==> src/rtl/paddle_reader_pkg.sv <==
// Shared definitions for the paddle position reader: FSM encoding and
// default measurement limits.
package paddle_reader_pkg;

  typedef enum logic [1:0] {
    ST_IDLE    = 2'd0,
    ST_MEASURE = 2'd1,
    ST_DONE    = 2'd2
  } state_t;

  localparam int MAX_LINES_DEF = 255;
  localparam int POS_MAX_DEF   = 239;
  localparam int CNT_W         = 8;

endpackage

==> src/rtl/paddle_reader_sync_rise_detect.sv <==
// Two-flop synchronizer for an asynchronous input followed by a
// single-cycle rising-edge pulse generator.
module sync_rise_detect (
  input  logic clk,
  input  logic reset,
  input  logic din,
  output logic level,
  output logic rise
);

  logic sync_p0;
  logic sync_p1;
  logic prev_p2;

  always_ff @(posedge clk or negedge reset) begin
    if (!reset) begin
      sync_p0 <= 1'b0;
      sync_p1 <= 1'b0;
      prev_p2 <= 1'b0;
    end else begin
      sync_p0 <= din;
      sync_p1 <= sync_p0;
      prev_p2 <= sync_p1;
    end
  end

  assign level = sync_p1;
  assign rise  = sync_p1 & ~prev_p2;

endmodule

==> src/rtl/paddle_reader.sv <==
// Measures the hsync line count from vsync to the paddle comparator edge,
// clamps it and publishes a two-tap averaged paddle position once per frame.
module paddle_reader
  import paddle_reader_pkg::*;
#(
  parameter int MAX_LINES = MAX_LINES_DEF,
  parameter int POS_MAX   = POS_MAX_DEF
) (
  input  logic       clk,
  input  logic       reset,
  input  logic       hpaddle,
  input  logic       hsync,
  input  logic       vsync,
  output logic [7:0] paddle_pos,
  output logic       paddle_valid,
  output logic       paddle_timeout
);

  localparam logic [CNT_W-1:0] MAX_L = CNT_W'(MAX_LINES);
  localparam logic [7:0]       POS_M = 8'(POS_MAX);

  function automatic logic [CNT_W-1:0] sat_inc(input logic [CNT_W-1:0] c);
    return (c >= MAX_L) ? MAX_L : c + 1'b1;
  endfunction

  function automatic logic [7:0] clamp_pos(input logic [CNT_W-1:0] s);
    return (s > POS_M) ? POS_M : s;
  endfunction

  function automatic logic [7:0] filt_avg(input logic [7:0] a, input logic [7:0] b);
    logic [8:0] sum;
    sum = {1'b0, a} + {1'b0, b};
    return sum[8:1];
  endfunction

  logic hpaddle_s, hsync_rise, vsync_rise;
  logic unused_hpaddle_rise, unused_hsync_lvl, unused_vsync_lvl;

  sync_rise_detect u_hpaddle_sync (
    .clk   (clk),
    .reset (reset),
    .din   (hpaddle),
    .level (hpaddle_s),
    .rise  (unused_hpaddle_rise)
  );

  sync_rise_detect u_hsync_sync (
    .clk   (clk),
    .reset (reset),
    .din   (hsync),
    .level (unused_hsync_lvl),
    .rise  (hsync_rise)
  );

  sync_rise_detect u_vsync_sync (
    .clk   (clk),
    .reset (reset),
    .din   (vsync),
    .level (unused_vsync_lvl),
    .rise  (vsync_rise)
  );

  state_t           state, state_d;
  logic [CNT_W-1:0] line_cnt, line_cnt_d;
  logic             cap_vld, cap_timeout;
  logic [CNT_W-1:0] cap_sample;

  // A vsync edge always restarts the count, so a frame whose measurement
  // was aborted still gets measured itself.
  always_comb begin
    state_d     = state;
    line_cnt_d  = line_cnt;
    cap_vld     = 1'b0;
    cap_timeout = 1'b0;
    cap_sample  = line_cnt;
    case (state)
      ST_IDLE, ST_DONE: begin
        if (vsync_rise) begin
          state_d    = ST_MEASURE;
          line_cnt_d = '0;
        end
      end
      ST_MEASURE: begin
        if (hpaddle_s) begin
          cap_vld = 1'b1;
          state_d = ST_DONE;
        end else if (vsync_rise) begin
          cap_vld     = 1'b1;
          cap_timeout = 1'b1;
        end else if (line_cnt == MAX_L) begin
          cap_vld     = 1'b1;
          cap_timeout = 1'b1;
          cap_sample  = MAX_L;
          state_d     = ST_DONE;
        end else if (hsync_rise) begin
          line_cnt_d = sat_inc(line_cnt);
        end
        if (vsync_rise) begin
          state_d    = ST_MEASURE;
          line_cnt_d = '0;
        end
      end
      default: state_d = ST_IDLE;
    endcase
  end

  // Stage p0: capture decision
  logic [CNT_W-1:0] sample_p0;
  logic             timeout_p0;
  logic             vld_p0;

  always_ff @(posedge clk or negedge reset) begin
    if (!reset) begin
      state      <= ST_IDLE;
      line_cnt   <= '0;
      sample_p0  <= '0;
      timeout_p0 <= 1'b0;
      vld_p0     <= 1'b0;
    end else begin
      state    <= state_d;
      line_cnt <= line_cnt_d;
      vld_p0   <= cap_vld;
      if (cap_vld) begin
        sample_p0  <= cap_sample;
        timeout_p0 <= cap_timeout;
      end
    end
  end

  // Stage p1: clamp, filter and publish
  logic first_pub;

  always_ff @(posedge clk or negedge reset) begin
    if (!reset) begin
      first_pub      <= 1'b1;
      paddle_pos     <= '0;
      paddle_valid   <= 1'b0;
      paddle_timeout <= 1'b0;
    end else begin
      paddle_valid <= vld_p0;
      if (vld_p0) begin
        paddle_pos     <= first_pub ? clamp_pos(sample_p0)
                                    : filt_avg(paddle_pos, clamp_pos(sample_p0));
        paddle_timeout <= timeout_p0;
        first_pub      <= 1'b0;
      end
    end
  end

endmodule

==> config.mk <==
export PLATFORM = sky130hd
export DESIGN_NAME = paddle_reader
export DESIGN_NICKNAME = d
export VERILOG_FILES = /design/src/rtl/paddle_reader_pkg.sv /design/src/rtl/paddle_reader_sync_rise_detect.sv /design/src/rtl/paddle_reader.sv
export SDC_FILE = /design/constraint.sdc
export NUM_CORES = 1
export LEC_CHECK = 0
export CAP_MARGIN = 20
export CELL_PAD_IN_SITES_DETAIL_PLACEMENT = 1
export CELL_PAD_IN_SITES_GLOBAL_PLACEMENT = 2
export CORE_MARGIN = 2
export CORE_UTILIZATION = 38
export CTS_CLUSTER_DIAMETER = 100
export DETAILED_ROUTE_END_ITERATION = 8
export HOLD_SLACK_MARGIN = 0.12
export PLACE_DENSITY_LB_ADDON = 0.12
export SLEW_MARGIN = 20
export SYNTH_ARGS = -nofsm -noshare
export SYNTH_HDL_FRONTEND = slang
export SYNTH_SLANG_ARGS = --single-unit
export TNS_END_PERCENT = 1
==> constraint.sdc <==
create_clock -name clk -period 2.8 [get_ports clk]
set_input_delay 0.28 -clock clk [delete_from_list [all_inputs] [get_ports clk]]
set_output_delay 0.28 -clock clk [all_outputs]
set_load 0.01 [all_outputs]
==> impl_metrics.yaml <==
synthesis:
  ys_seq_elements: 39
  synth_fp_nets: 200
  synthArstFlopShare_pct: 100
  avgSynthCellArea_sq_um: 10.6
  yosys_warnings: 0
  synth_edf_count: 0
  ys_types: 44
  synthCells: 186
  syn_area_sq_um: 1980
  ys_seq_area_share_pct: 49.4
  yosys_most_used_dff: "dfrtp_1"
clocking:
  ctsRootBufferMaster: "clkbuf_8"
  cts_max_level: 2
  clk_latency_ps: 290
  cts_num_sinks: 39
  clkTransAtPathRegs_ps: 80
  cts_buffers: 5
  ctsLongestPathBuffers: 2
  hold_buffers: 0
  cts_setup_buffers: 0
  cts_tree: "done"
  cts-resized-gates: 0
setup_path:
  crit_path_max_fanout: 5
  path_delay_family: "compound AO/OA/AOI/OAI gates"
  cpPeakStageDelay_ps: 430
  r2r-end: "paddle_pos[5]"
  crit_chain: "a41oi_1 -> and2b_1 -> fa_1 -> a211oi_1 -> o21bai_1 -> a21oi_1 -> mux2i_1 -> a211o_1"
  critPathSlowestCell: "dfrtp_1"
  required_ps: 2980
  reg2reg_slack_ps: 230
  crit_path_end_kind: "flop"
  r2r_cells: 8
  critical_path_class: "reg2reg"
  cp-start-kind: "flop"
  r2r-start: "sample_p0[5]"
  arrival_ps: 2750
  worst-path-buf-inv: 0
sta:
  finalSetupTns_ps: 0
  period_share_pct: 91.6
  slew_viol_final: 0
  rsz0062_at_grt: "false"
  setup_violations: 0
  final_hold_viol_count: 0
  finalCriticalPeriod_ps: 2570
  fmax_ghz: 0.390
  slew_headroom_pct: 43.1
  worst-slew-pin-transition_ps: 853
  skew_ps: 8.12
grt:
  gr-total-overflow: 0
  globalRouteTotalUtil_pct: 16.3
  antenna_found_initial: 0
  grt_pass1_wl_mm: 7.52
  grt_pass1_vias: 1616
  grt_max_degree: 40
layout:
  final_area_sq_um: 2250
  utilization_pct: 44.4
  nNetsFinal: 215
  drive_gt1_share_pct: 9.90
  area_delta_synth_final_pct: 14.1
  diodes: 0
pwr:
  power_uw: 1690
  switching_share_pct: 33.4
  p_clk_share_pct: 22.3
  power_frac_comb_pct: 33.8
  p_switching_uw: 563
  p_leak_uw: 0.00103
  powerDensity_nw_per_um2: 747
  peakVddDrop_mv: 0.297
  p_int_uw: 1120
  pwr-share-seq_pct: 43.8
place:
  post_dp_cell_area_sq_um: 2170
  port_buffers: 14
  place.gp.congestion: 0.810
  dp_hpwl_mm: 3.33
floorplanning:
  die_w_um: 76.1
  die_area_sq_um: 5800
  initial_core_util_pct: 39.0
  die_h_um: 76.1
  num_rows: 26
  core_area_sq_um: 5070
  ios: 15
status:
  status: "finished, final reports clean"
detailed_routing:
  num_vias: 1466
  ant_nets: 0
  viasPerCell: 5.39
  drtIter0Drc: 42
  wl_mm: 4.33
  route.detailed.drc: 0
  dr.pass1.iters: 4
  routedWlPerCell_um: 15.9
flow_run:
  drv_cap: 0
hold_path:
  hold_path_class: "in2async"
[power by group through the flow]
| stage | Sequential, uW | Clock (uW) | Combinational (uW) |
|---|---|---|---|
| floorplan | 756 | 0 | 331 |
| global placement | 744 | 0 | 558 |
| detailed placement | 752 | 0 | 578 |
| CTS | 741 | 393 | 581 |
| global route | 754 | 412 | 627 |
| finish | 739 | 376 | 570 |
[cell type report]
cell class / count / area [sq um]
inverters: 4 / 15.0
flip-flops and latches: 39 / 977
repair buffers: 14 / 135
well taps: 70 / 87.6
multi-input cells: 137 / 955
fillers: 577 / 2820
clock buffers: 6 / 72.6
clock inverters: 2 / 12.5
[worst max path at each step]
stage | start | endpoint | slack, ps | cells past startpoint
floorplan | sample_p0[5] | paddle_pos[5] | 480 | 8
global placement | sample_p0[5] | paddle_pos[5] | 290 | 8
detailed placement | sample_p0[7] | paddle_pos[5] | 210 | 8
CTS | sample_p0[7] | paddle_pos[5] | 200 | 8
global route | sample_p0[7] | paddle_pos[5] | 70 | 8
finish | sample_p0[5] | paddle_pos[5] | 230 | 8
[synth_stat cells, types with 2 or more instances]
cell / count / share of area, %
nor2_1: 16 / 3.0
dfrtp_1: 38 / 48
mux2_2: 8 / 4.6
a21oi_1: 22 / 5.6
a211oi_1: 3 / 1.1
a31oi_1: 2 / 0.63
o211ai_1: 2 / 0.76
inv_1: 4 / 0.76
o21a_1: 2 / 0.76
nand2b_1: 8 / 2.5
nand3_1: 5 / 1.3
a211o_1: 2 / 0.89
a41oi_1: 2 / 0.89
mux2i_1: 3 / 1.5
nor2b_1: 2 / 0.63
nand2_1: 8 / 1.5
ha_1: 8 / 5.1
clkbuf_1: 5 / 0.95
and3_1: 5 / 1.6
or3_1: 2 / 0.63
nand4_1: 3 / 0.95
a21o_1: 2 / 0.76
o21ai_0: 11 / 2.8
o22a_1: 2 / 0.89
a22o_1: 2 / 0.89
[routing by layer]
| layer | track usage [%] | vias to the layer above | wire length [um] |
|---|---|---|---|
| li1 | - | 710 | - |
| met1 | 18.2 | 733 | 1870 |
| met2 | 30.3 | 16 | 2280 |
| met3 | 3.44 | 7 | 102 |
| met4 | 6.18 | 0 | 78 |
| met5 | 0 | - | 0 |
[per-stage QoR]
stage	hold WS [ps]	instances	setup WS, ps
finish	96.0	272	235
global placement	335	264	295
global route	154	272	72.8
floorplan	-15.6	186	479
detailed placement	342	264	206
CTS	122	272	200
[flip-flops by register name (all words and copies together) (netlist names), 2 cells and up]
register and cells:
state 2, line_cnt 8, paddle_pos 8, sample_p0 8
[cell families (layout without fill, tap and decap cells)]
group                    after synthesis  count (layout)  share of synthesized area [%]
multiplexers                          12              12                           6.65
adder cells (fa/ha/maj)                9               9                           6.08
AO/OA/AOI/OAI                         59              59                           19.6
AND/OR/NAND/NOR                       55              55                           15.1
buffers and inverters                 10              26                           2.28
XOR/XNOR                               2               2                          0.886
flip-flops                            39              39                           49.4
[cells in the final DEF (no fill, tap or decap), types with 8 or more instances in the layout]
master | netlist | routed
dfrtp_1 | 38 | 38
a21oi_1 | 22 | 22
nor2_1 | 16 | 16
clkdlybuf4s50_1 | 0 | 13
o21ai_0 | 11 | 11
nand2b_1 | 8 | 8
mux2_2 | 8 | 8
nand2_1 | 8 | 8
ha_1 | 8 | 8
Power figures use the tool's default switching activity.
==> RTL change: new RTL, same flow settings <==
`POS_MAX_DEF`: 239 -> 179.
--- a/src/rtl/paddle_reader_pkg.sv
+++ b/src/rtl/paddle_reader_pkg.sv
@@ -11,3 +11,3 @@
   localparam int MAX_LINES_DEF = 255;
-  localparam int POS_MAX_DEF   = 239;
+  localparam int POS_MAX_DEF   = 179;
   localparam int CNT_W         = 8;
Function: same outputs for any inputs over 10 cycles, from zero or initial values and one cycle with reset low; that may be too few to reach the edited logic, so the function may still have changed.
==> RTL change against the unedited design <==
- cell area is 6.5% higher
- routed wire length is 16% higher
- synthesized area is 5.8% higher
- clock skew is 0.0029 ns lower
- critical path depth is 1 higher
- sequential cell count stayed put
- power is 7.4% higher
- worst setup slack worse by 0.043 ns
- critical endpoint is now paddle_pos[4]$_DFFE_PN0P_
==> RTL change: results (changes against the unedited design) <==
| Metric | Value |
|---|---|
| Outcome | complete, no violations |
| Top cells by count, synth | dfrtp_1, nor2_1, a21oi_1 |
| Synth cell types | 50 (+14%) |
| Leakage | 1.07 nW (+4.4%) |
| Share of cells above drive strength 1 | 0.159 (+0.0599) |
| Vias per cell | 5.59 (+3.7%) |
| Inverter count | 6 (+2) |
| First-pass GRT wire length | 8.52 mm (+13%) |
| DR WL met2 | 2.74 mm (+20%) |
| Sequential share of the synthesized area | 0.467 (-0.0272) |
| GR Util met2 | 0.334 (+0.0318) |
| Syn Nets | 210 (+5.0%) |
| Routed vias | 1598 (+9.0%) |
| FF-to-FF End | paddle_pos[4]$_DFFE_PN0P_ |
| Register-to-Register Path Depth | 9 (+1) |
| Vias in the first global route | 1701 (+5.3%) |
| Worst clock skew | 0.00525 ns (-0.00287 ns) |
| Detailed Route WL | 5.01 mm (+16%) |
| Routability cong. | 0.852 (+5.1%) |
| Met3 usage | 0.0379 (+0.00357) |
| Non-CTS buffers | 16 (+2) |
| Starting DRC count in detailed routing | 87 (+110%) |
| Clock power frac | 0.263 (+0.040) |
| Maximum vdd drop | 0.366 mV (+23%) |
| # clk buffers | 5 (-1) |
| DRT met1 WL | 2.03 mm (+8.6%) |
| WHS | 0.105 ns (+0.00858 ns) |
| Total Routing Usage GR | 0.180 (+0.0167) |
| Met1 Use GR | 0.201 (+0.0192) |
| Sw Share | 0.327 (-0.00714) |
| CP Max Fanout | 4 (-1) |
[RTL change: timing repair]
action	CTS	global route
endpoints found under the hold margin	0	0
setup endpoints to repair	0	2
resized for setup	0	1
[RTL change: how the worst max path moves through the flow]
| stage | slack, ns | from | cells after the start | to |
|---|---|---|---|---|
| after CTS | 0.12 | sample_p0[3]$_DFFE_PN0P_ | 9 | paddle_pos[4]$_DFFE_PN0P_ |
| final | 0.19 | sample_p0[3]$_DFFE_PN0P_ | 9 | paddle_pos[4]$_DFFE_PN0P_ |
| after global placement | 0.21 | sample_p0[3]$_DFFE_PN0P_ | 9 | paddle_pos[4]$_DFFE_PN0P_ |
| after floorplan | 0.37 | sample_p0[3]$_DFFE_PN0P_ | 9 | paddle_pos[6]$_DFFE_PN0P_ |
| after detailed placement | 0.16 | sample_p0[3]$_DFFE_PN0P_ | 9 | paddle_pos[4]$_DFFE_PN0P_ |
| after global routing | -0.006 | sample_p0[3]$_DFFE_PN0P_ | 9 | paddle_pos[4]$_DFFE_PN0P_ |
[RTL change: per-stage QoR]
step                power, mW   util  instance area (sq um)
global route             1.94  0.444                   2400
floorplan                1.10      -                   2090
finish                   1.81  0.444                   2400
detailed placement       1.35  0.424                   2290
global placement         1.32  0.424                   2290
CTS                      1.84  0.444                   2400
[RTL change: cell families (layout without fill, tap and decap cells)]
group	count (synthesis)	in the layout	synth area share
muxes	11	11	0.0580
AOI/OAI and AO/OA	58	58	0.208
adders and majority gates	10	10	0.0634
DFF	39	39	0.467
buffers and inverters	11	30	0.0311
and+or+nand+nor	63	63	0.160
xor gates and xnor gates	3	3	0.0126
[RTL change: critical path, delay by kind of cell, from the launching register on]
family | cells | cell delay, ns
and+or+nand+nor | 5 | 1.13
AOI/OAI and AO/OA | 3 | 0.66
DFF | 1 | 0.42
adders and majority gates | 1 | 0.35
